$ cat config.mk
export PLATFORM = sky130hd
export DESIGN_NAME = id_ex_stage
export DESIGN_NICKNAME = d
export VERILOG_FILES = /design/src/rtl/pipe_pkg.sv /design/src/rtl/load_use_detect.sv /design/src/rtl/id_ex_stage.sv
export SDC_FILE = /design/constraint.sdc
export NUM_CORES = 1
export LEC_CHECK = 0
export ABC_CLOCK_PERIOD_IN_PS = 2200
export BUFFER_PORTS_ARGS = -buffer_cell sky130_fd_sc_hd__buf_2
export CAP_MARGIN = 20
export CELL_PAD_IN_SITES_DETAIL_PLACEMENT = 1
export CELL_PAD_IN_SITES_GLOBAL_PLACEMENT = 1
export CORE_MARGIN = 4
export CORE_UTILIZATION = 33
export CTS_BUF_LIST = sky130_fd_sc_hd__clkbuf_4 sky130_fd_sc_hd__clkbuf_8
export DETAILED_ROUTE_END_ITERATION = 12
export PLACE_DENSITY = 0.82
export SKIP_CTS_REPAIR_TIMING = 1
export SLEW_MARGIN = 20
export SYNTH_ARGS = -nofsm -noshare
export SYNTH_HDL_FRONTEND = slang
export SYNTH_HIERARCHICAL = 1
export SYNTH_SLANG_ARGS = --single-unit
export TNS_END_PERCENT = 20
$ cat constraint.sdc
create_clock -name clk -period 2.2 [get_ports clk]
set_clock_uncertainty 0.1 [all_clocks]
set_input_delay 0.55 -clock clk [delete_from_list [all_inputs] [get_ports clk]]
set_output_delay 0.55 -clock clk [all_outputs]
set_load 0.01 [all_outputs]
$ cat src/rtl/pipe_pkg.sv
// Shared pipeline types: decoded control bundle, ALU op encodings and datapath defaults.
package pipe_pkg;

    localparam int unsigned XLEN_DEF = 32;
    localparam int unsigned RA_W_DEF = 5;
    localparam int unsigned ALU_OP_W = 3;
    localparam int unsigned CNT_W    = 32;

    typedef enum logic [ALU_OP_W-1:0] {
        ALU_ADD = 3'b000,
        ALU_SUB = 3'b001,
        ALU_AND = 3'b010,
        ALU_OR  = 3'b011,
        ALU_XOR = 3'b100,
        ALU_SLT = 3'b101,
        ALU_SLL = 3'b110,
        ALU_SRL = 3'b111
    } alu_op_e;

    typedef struct packed {
        logic                reg_write;
        logic                mem_to_reg;
        logic                mem_write;
        logic                alu_src;
        logic                branch;
        logic [ALU_OP_W-1:0] alu_control;
        logic                lui;
        logic                z;
        logic                g;
    } ctrl_t;

    localparam ctrl_t CTRL_BUBBLE = '0;

    // Strip side effects from a control bundle whose slot is not a real instruction.
    function automatic ctrl_t ctrl_gate(input ctrl_t c, input logic keep);
        return keep ? c : CTRL_BUBBLE;
    endfunction

endpackage

$ cat src/rtl/load_use_detect.sv
// Combinational load-use hazard detector: a load in EX whose destination feeds the decode slot.
module load_use_detect
    import pipe_pkg::*;
#(
    parameter int unsigned RA_W = RA_W_DEF
) (
    input  logic            valid_e,
    input  logic            mem_to_reg_e,
    input  logic [RA_W-1:0] rd_e,
    input  logic            valid_d,
    input  logic [RA_W-1:0] rs1_d,
    input  logic [RA_W-1:0] rs2_d,
    output logic            lu
);

    logic rd_nonzero;
    logic src_match;

    // rs2 is compared even for formats without it; a spurious stall is harmless.
    always_comb begin
        rd_nonzero = (rd_e != '0);
        src_match  = (rd_e == rs1_d) | (rd_e == rs2_d);
        lu         = valid_e & mem_to_reg_e & rd_nonzero & valid_d & src_match;
    end

endmodule

$ cat src/rtl/id_ex_stage.sv
// ID/EX pipeline register with load-use bubble insertion, branch flush and downstream hold.
// Optional performance counters are enabled by defining ID_EX_PERF_CNT_EN.
module id_ex_stage
    import pipe_pkg::*;
#(
    parameter int unsigned XLEN = XLEN_DEF,
    parameter int unsigned RA_W = RA_W_DEF
) (
    input  logic                clk,
    input  logic                rst,
    input  logic                valid_d,
    input  logic                flush_e,
    input  logic                hold_e,
    input  logic                RegWriteD,
    input  logic                MemtoRegD,
    input  logic                MemWriteD,
    input  logic                ALUSrcD,
    input  logic                BranchD,
    input  logic                luiD,
    input  logic                zD,
    input  logic                gD,
    input  logic [ALU_OP_W-1:0] ALUControlD,
    input  logic [XLEN-1:0]     RD1D,
    input  logic [XLEN-1:0]     RD2D,
    input  logic [XLEN-1:0]     ImmExtD,
    input  logic [XLEN-1:0]     PCD,
    input  logic [XLEN-1:0]     PCPlus4D,
    input  logic [RA_W-1:0]     Rs1D,
    input  logic [RA_W-1:0]     Rs2D,
    input  logic [RA_W-1:0]     RdD,
    output logic                valid_e,
    output logic                RegWriteE,
    output logic                MemtoRegE,
    output logic                MemWriteE,
    output logic                ALUSrcE,
    output logic                BranchE,
    output logic                luiE,
    output logic                zE,
    output logic                gE,
    output logic [ALU_OP_W-1:0] ALUControlE,
    output logic [XLEN-1:0]     RD1E,
    output logic [XLEN-1:0]     RD2E,
    output logic [XLEN-1:0]     ImmExtE,
    output logic [XLEN-1:0]     PCE,
    output logic [XLEN-1:0]     PCPlus4E,
    output logic [RA_W-1:0]     Rs1E,
    output logic [RA_W-1:0]     Rs2E,
    output logic [RA_W-1:0]     RdE,
    output logic                stall_d
`ifdef ID_EX_PERF_CNT_EN
    ,
    output logic [CNT_W-1:0]    bubble_cnt,
    output logic [CNT_W-1:0]    flush_cnt,
    output logic [CNT_W-1:0]    hold_cnt
`endif
);

    ctrl_t ctrl_d;
    ctrl_t ctrl_q;
    logic  lu;
    logic  lu_bubble;
    logic  bubble;
    logic  capture;

    always_comb begin
        ctrl_d             = CTRL_BUBBLE;
        ctrl_d.reg_write   = RegWriteD;
        ctrl_d.mem_to_reg  = MemtoRegD;
        ctrl_d.mem_write   = MemWriteD;
        ctrl_d.alu_src     = ALUSrcD;
        ctrl_d.branch      = BranchD;
        ctrl_d.alu_control = ALUControlD;
        ctrl_d.lui         = luiD;
        ctrl_d.z           = zD;
        ctrl_d.g           = gD;
    end

    load_use_detect #(
        .RA_W (RA_W)
    ) u_load_use_detect (
        .valid_e      (valid_e),
        .mem_to_reg_e (ctrl_q.mem_to_reg),
        .rd_e         (RdE),
        .valid_d      (valid_d),
        .rs1_d        (Rs1D),
        .rs2_d        (Rs2D),
        .lu           (lu)
    );

    // Edge action: flush beats hold beats load-use bubble beats normal capture.
    always_comb begin
        lu_bubble = 1'b0;
        bubble    = 1'b0;
        capture   = 1'b0;
        if (flush_e) begin
            bubble = 1'b1;
        end else if (!hold_e) begin
            if (lu) begin
                lu_bubble = 1'b1;
                bubble    = 1'b1;
            end else begin
                capture = 1'b1;
            end
        end
    end

    // Flushed decode instructions are squashed upstream, so a flush never stalls.
    assign stall_d = rst & ~flush_e & (hold_e | lu);

    // Bubbles clear only valid/control; data and indices keep their previous values.
    always_ff @(posedge clk or negedge rst) begin
        if (!rst) begin
            valid_e  <= 1'b0;
            ctrl_q   <= CTRL_BUBBLE;
            RD1E     <= '0;
            RD2E     <= '0;
            ImmExtE  <= '0;
            PCE      <= '0;
            PCPlus4E <= '0;
            Rs1E     <= '0;
            Rs2E     <= '0;
            RdE      <= '0;
        end else if (bubble) begin
            valid_e <= 1'b0;
            ctrl_q  <= CTRL_BUBBLE;
        end else if (capture) begin
            valid_e  <= valid_d;
            ctrl_q   <= ctrl_gate(ctrl_d, valid_d);
            RD1E     <= RD1D;
            RD2E     <= RD2D;
            ImmExtE  <= ImmExtD;
            PCE      <= PCD;
            PCPlus4E <= PCPlus4D;
            Rs1E     <= Rs1D;
            Rs2E     <= Rs2D;
            RdE      <= RdD;
        end
    end

    assign RegWriteE   = ctrl_q.reg_write;
    assign MemtoRegE   = ctrl_q.mem_to_reg;
    assign MemWriteE   = ctrl_q.mem_write;
    assign ALUSrcE     = ctrl_q.alu_src;
    assign BranchE     = ctrl_q.branch;
    assign ALUControlE = ctrl_q.alu_control;
    assign luiE        = ctrl_q.lui;
    assign zE          = ctrl_q.z;
    assign gE          = ctrl_q.g;

`ifdef ID_EX_PERF_CNT_EN
    // Event counters; wrap silently at 2^32.
    always_ff @(posedge clk or negedge rst) begin
        if (!rst) begin
            bubble_cnt <= '0;
            flush_cnt  <= '0;
            hold_cnt   <= '0;
        end else begin
            if (lu_bubble) begin
                bubble_cnt <= bubble_cnt + CNT_W'(1);
            end
            if (flush_e) begin
                flush_cnt <= flush_cnt + CNT_W'(1);
            end
            if (hold_e && !flush_e) begin
                hold_cnt <= hold_cnt + CNT_W'(1);
            end
        end
    end
`else
    logic unused_lu_bubble;
    assign unused_lu_bubble = lu_bubble;
`endif

endmodule

# Word level (Yosys, flattened, before mapping)
# Index checks and enable logic that the tools add are counted.
# totals
register_bits	187
latchBits	0
ramBits	0
romBits	0
in_bits	191
output_inout_bits	188
wordCells	44
n_memories	0
# op_classes
addsub	0
mul	0
div_mod_pow	0
n_lt_le_gt_ge	0
eq_ne	2
shifts	0
muxes	11
bitwise	10
reduce_logical	3
# ops
op	n
$mux W11	3
$eq A5 B5 Y1	2
$mux W1	8
$and A1 B1 Y1	6
$reduce_bool A5 Y1	1
$not A1 Y1	2
$or A1 B1 Y1	2
$reduce_and A2 Y1	1
$reduce_bool A2 Y1	1

# Logic depth before layout (Yosys ltp)
# depth
depth_word	9
ltp_mapped	8

# By module
# Netlist, hierarchy kept.
# by_module_without_submodules
mod	n_inst	cells_per_inst	area_each_um2
id_ex_stage	1	425	7066.8
load_use_detect	1	17	128.9

# Worst setup path before layout
# Ideal clock, no wire load.
# synth_path
kind	input to output
from	input port Rs1D[0]
to	output port stall_d
t_arrival_ns	1.807
required_time_ns	1.550
setup_slack_ns	-0.257
cell_stages	7
path_buffers	1
path_cell_list	xor2_1 nor3_1 nand3_1 a21oi_1 clkbuf_1 nor2_1 nor3b_1
# synth_between
elab_chain_len	5
# synth_rtl
item	line	text
from (decl)	id_ex_stage.sv:28	input logic [RA_W-1:0] Rs1D,
$eq A5 B5 Y1	load_use_detect.sv:22	src_match = (rd_e == rs1_d) | (rd_e == rs2_d);
$or A1 B1 Y1	load_use_detect.sv:22	
$and A1 B1 Y1	load_use_detect.sv:23	lu = valid_e & mem_to_reg_e & rd_nonzero & valid_d & src_match;
named net lu	id_ex_stage.sv:60	logic lu;
$or A1 B1 Y1	id_ex_stage.sv:108	assign stall_d = rst & ~flush_e & (hold_e | lu);
$and A1 B1 Y1	id_ex_stage.sv:108	
to (decl)	id_ex_stage.sv:49	output logic stall_d
# The timed path passes the listed nets, and every way through them passes these cells.

# Final worst setup path
# layout_path
from	register RdE[0]
to	output port stall_d
# layout_between
elab_chain_len	6
# layout_rtl
item	line	text
from (decl)	id_ex_stage.sv:48	output logic [RA_W-1:0] RdE,
from (signal assigned)	id_ex_stage.sv:136	RdE <= RdD;
$reduce_bool A5 Y1	load_use_detect.sv:21	rd_nonzero = (rd_e != '0);
$and A1 B1 Y1 (2 in series)	load_use_detect.sv:23	
$and A1 B1 Y1 (*)	load_use_detect.sv:23	
named net lu	id_ex_stage.sv:60	
$or A1 B1 Y1 (*)	id_ex_stage.sv:108	
$and A1 B1 Y1 (*)	id_ex_stage.sv:108	
# Mark *: on every way through the listed nets, which the timed path passes. The rest lies on a longest branch.

==> metrics <==
final core occ=0.488; final RePlAce weighted congestion=0.787; most frequent cells in the layout=377 x buf_2, 186 x dfrtp_1, 115 x mux2_2; NumNets Final=between 1,000 and 1,500; Syn Area/Cell=about 16 sq um; Pleak=about 5.0 nW; I/O pins=379; R2R Path Start=RdE[3]$_DFFE_PN0P_; # port buffers=between 300 and 400; Initial Utilization=0.339; 1st-pass router iterations=4; dpl ws=-0.304 ns; drt wl/cell=19.0 um; slowest cell delay on critical path=0.39 ns; Cell Int Power=5.85 mW; total global routing overflow=0; net switching power=between 2 and 2.5 mW; htree depth=4; drt total wl=between 20,000 and 25,000 um; Final setup viols=177; CTS Buffer Depth=2; vias in the first global route=~6,000; detailed placer's ending HPWL=16,400 um; Pwr Density=about 800 nW/um^2; WP data required=1.55 ns; Critical Path Start=RdE[0]$_DFFE_PN0P_; total power after layout=around 8.3 mW; fin cells=approximately 1,200; area of the die=between 20,000 and 25,000 sq um; crit path time final=roughly 2.7 ns; Max Cap Viol=0; yosys warns=6; antenna violations before repair=1; setup slack after layout=-0.483 ns; Skew-Pair Late Insertion Delay=0.44 ns; crit path DAT=between 2 and 2.5 ns; R2R depth=10; core area=between 20,000 and 25,000 sq um; worst-path fanout max=5; leading cell type in the layout, fill and taps excluded=buf_2; worst hold path type=in2async; clock power share=0.276; Hold Violations, Final=0; # rows=53; sequential share of power=0.502; gr usage total=0.168; achievable clock frequency=between 300 and 400 MHz; Clock Tree Root=clkbuf_8; pin count of the biggest net entering global routing=around 110; total negative slack=-65.19 ns; Slew headroom=0.366; total CTS buffers=17; status=finished, violations left; critical-path cell list=buf_4, xor2_1, nor3_1, nand3_1, a21oi_4, nor2_2, nor3b_2, buf_2; Sw Ratio=0.295; startpoint types=flip-flop; first-pass GRT wire length=between 30,000 and 40,000 um; Buf+Inv Stages, Crit Path=2; post-synthesis sequential area ratio=0.650; Routed Antenna Nets=0; vias per cell=between 4 and 5; die height=roughly 160 um; CTS tree=yes; Remaining DRCs=0; Cell variety after synth=19; clock slew at reported path FFs=0.09 ns; RSZ-0062 raised after global routing=yes; Die Wd=~160 um; Layout area overhead=44.0%; RR Endpoint=RD1E[21]$_DFFE_PN0P_; critical path capture point type=primary output; clk sink count=~190; syn nets=633; dpl cells=approximately 1,100; Worst-Margin Slew=roughly 0.95 ns; Worst VDD drop=about 0.00048 V; synthesized flop and latch total=187; cells after synthesis=442; power share of the combinational group=0.222; initial drt markers=between 150 and 200; critical path class=reg2out; R2R Setup Slk=-0.46 ns; critical path's slowest cell=dfrtp_1; Final period util=1.22; share of layout cells above drive strength 1=0.672; via count=5,336; Netlist Area Pre-Place=7200 sq um; Top delay family on crit path=simple AND/OR/NAND/NOR gates; Max Slew Vio Count=0; failing checks=negative setup slack
[worst max-delay path by stage]
stage / end / cells after the start
4_1_cts: stall_d / 8
3_3_place_gp: stall_d / 8
3_5_place_dp: Rs1E[0]$_DFFE_PN0P_ / 9
6_report: stall_d / 8
5_1_grt: stall_d / 8
2_1_floorplan: RD1E[0]$_DFFE_PN0P_ / 7
[kinds of logic (layout without fill, tap and decap cells)]
family | count (synthesis) | in the layout | share of synthesized area
buffers and inverters | 24 | 456 | 0.0219
muxes | 175 | 175 | 0.274
other | 0 | 1 | 0
xor gates and xnor gates | 10 | 10 | 0.0122
DFF | 187 | 187 | 0.650
and+or+nand+nor | 32 | 32 | 0.0315
AOI/OAI and AO/OA | 14 | 14 | 0.0103
[per-stage QoR]
step | hold WS, ns | instance area, sq um
5_1_grt | 0.110 | 10400
3_3_place_gp | 0.362 | 9640
6_report | 0.0986 | 10400
2_1_floorplan | 0.154 | 7230
3_5_place_dp | 0.370 | 9640
4_1_cts | 0.0749 | 10000
[metal layers]
metal  wire length (um)  GRT usage  vias up  share of wire
met5                  0          0        -              0
met4                430     0.0521        0          0.020
met3               1940     0.0607       29          0.089
met2              11400      0.298      244           0.52
met1               8030      0.189     2657           0.37
li1                   -          -     2406              -
[synth_stat cells (all sizes together)]
master   number  area (sq um)
buf          20           143
dfrtp       187          4680
o2111ai       1          8.76
clkbuf        4          15.0
xor2          6          52.6
mux2        175          1970
nor3          3          20.0
nor2          1          3.75
xnor2         4          35.0
nor3b         1          7.51
nand4bb      11           124
or4           1          7.51
nand3         2          10.0
or3b          1          8.76
a21oi        13          65.1
nand2        12          45.0
[final cells by class]
class                   count  area (sq um)
fillers                  2277         10900
flip-flops and latches    187          4680
repair buffers            425          2530
multi-input cells         231          2420
well taps                 275           344
clock buffers              19           255
clock inverters            12           128
diodes                      1          2.50
[registers in the layout, summed over array words and instances, names as in the netlist, 3 cells and up]
name         flops
ImmExtE         32
PCE             32
PCPlus4E        32
RD1E            32
RD2E            32
RdE              5
Rs1E             5
Rs2E             5
ALUControlE      3
[worst register-to-register path, delay by kind of cell (launching register included)]
family                 cells  cell delay, ns
DFF                        1            0.41
and+or+nand+nor            2            0.73
AOI/OAI and AO/OA          2            0.30
buffers and inverters      5            0.69
muxes                      1            0.32
[power by group through the flow]
stage	clock [mW]	combinational [mW]	sequential, mW
6_report	2.29	1.84	4.17
5_1_grt	2.55	2.00	4.23
4_1_cts	2.39	1.80	4.17
3_5_place_dp	0	1.80	4.24
3_3_place_gp	0	1.75	4.20
2_1_floorplan	0	0.556	4.46
Note: power is estimated with default switching activity, not from simulation.
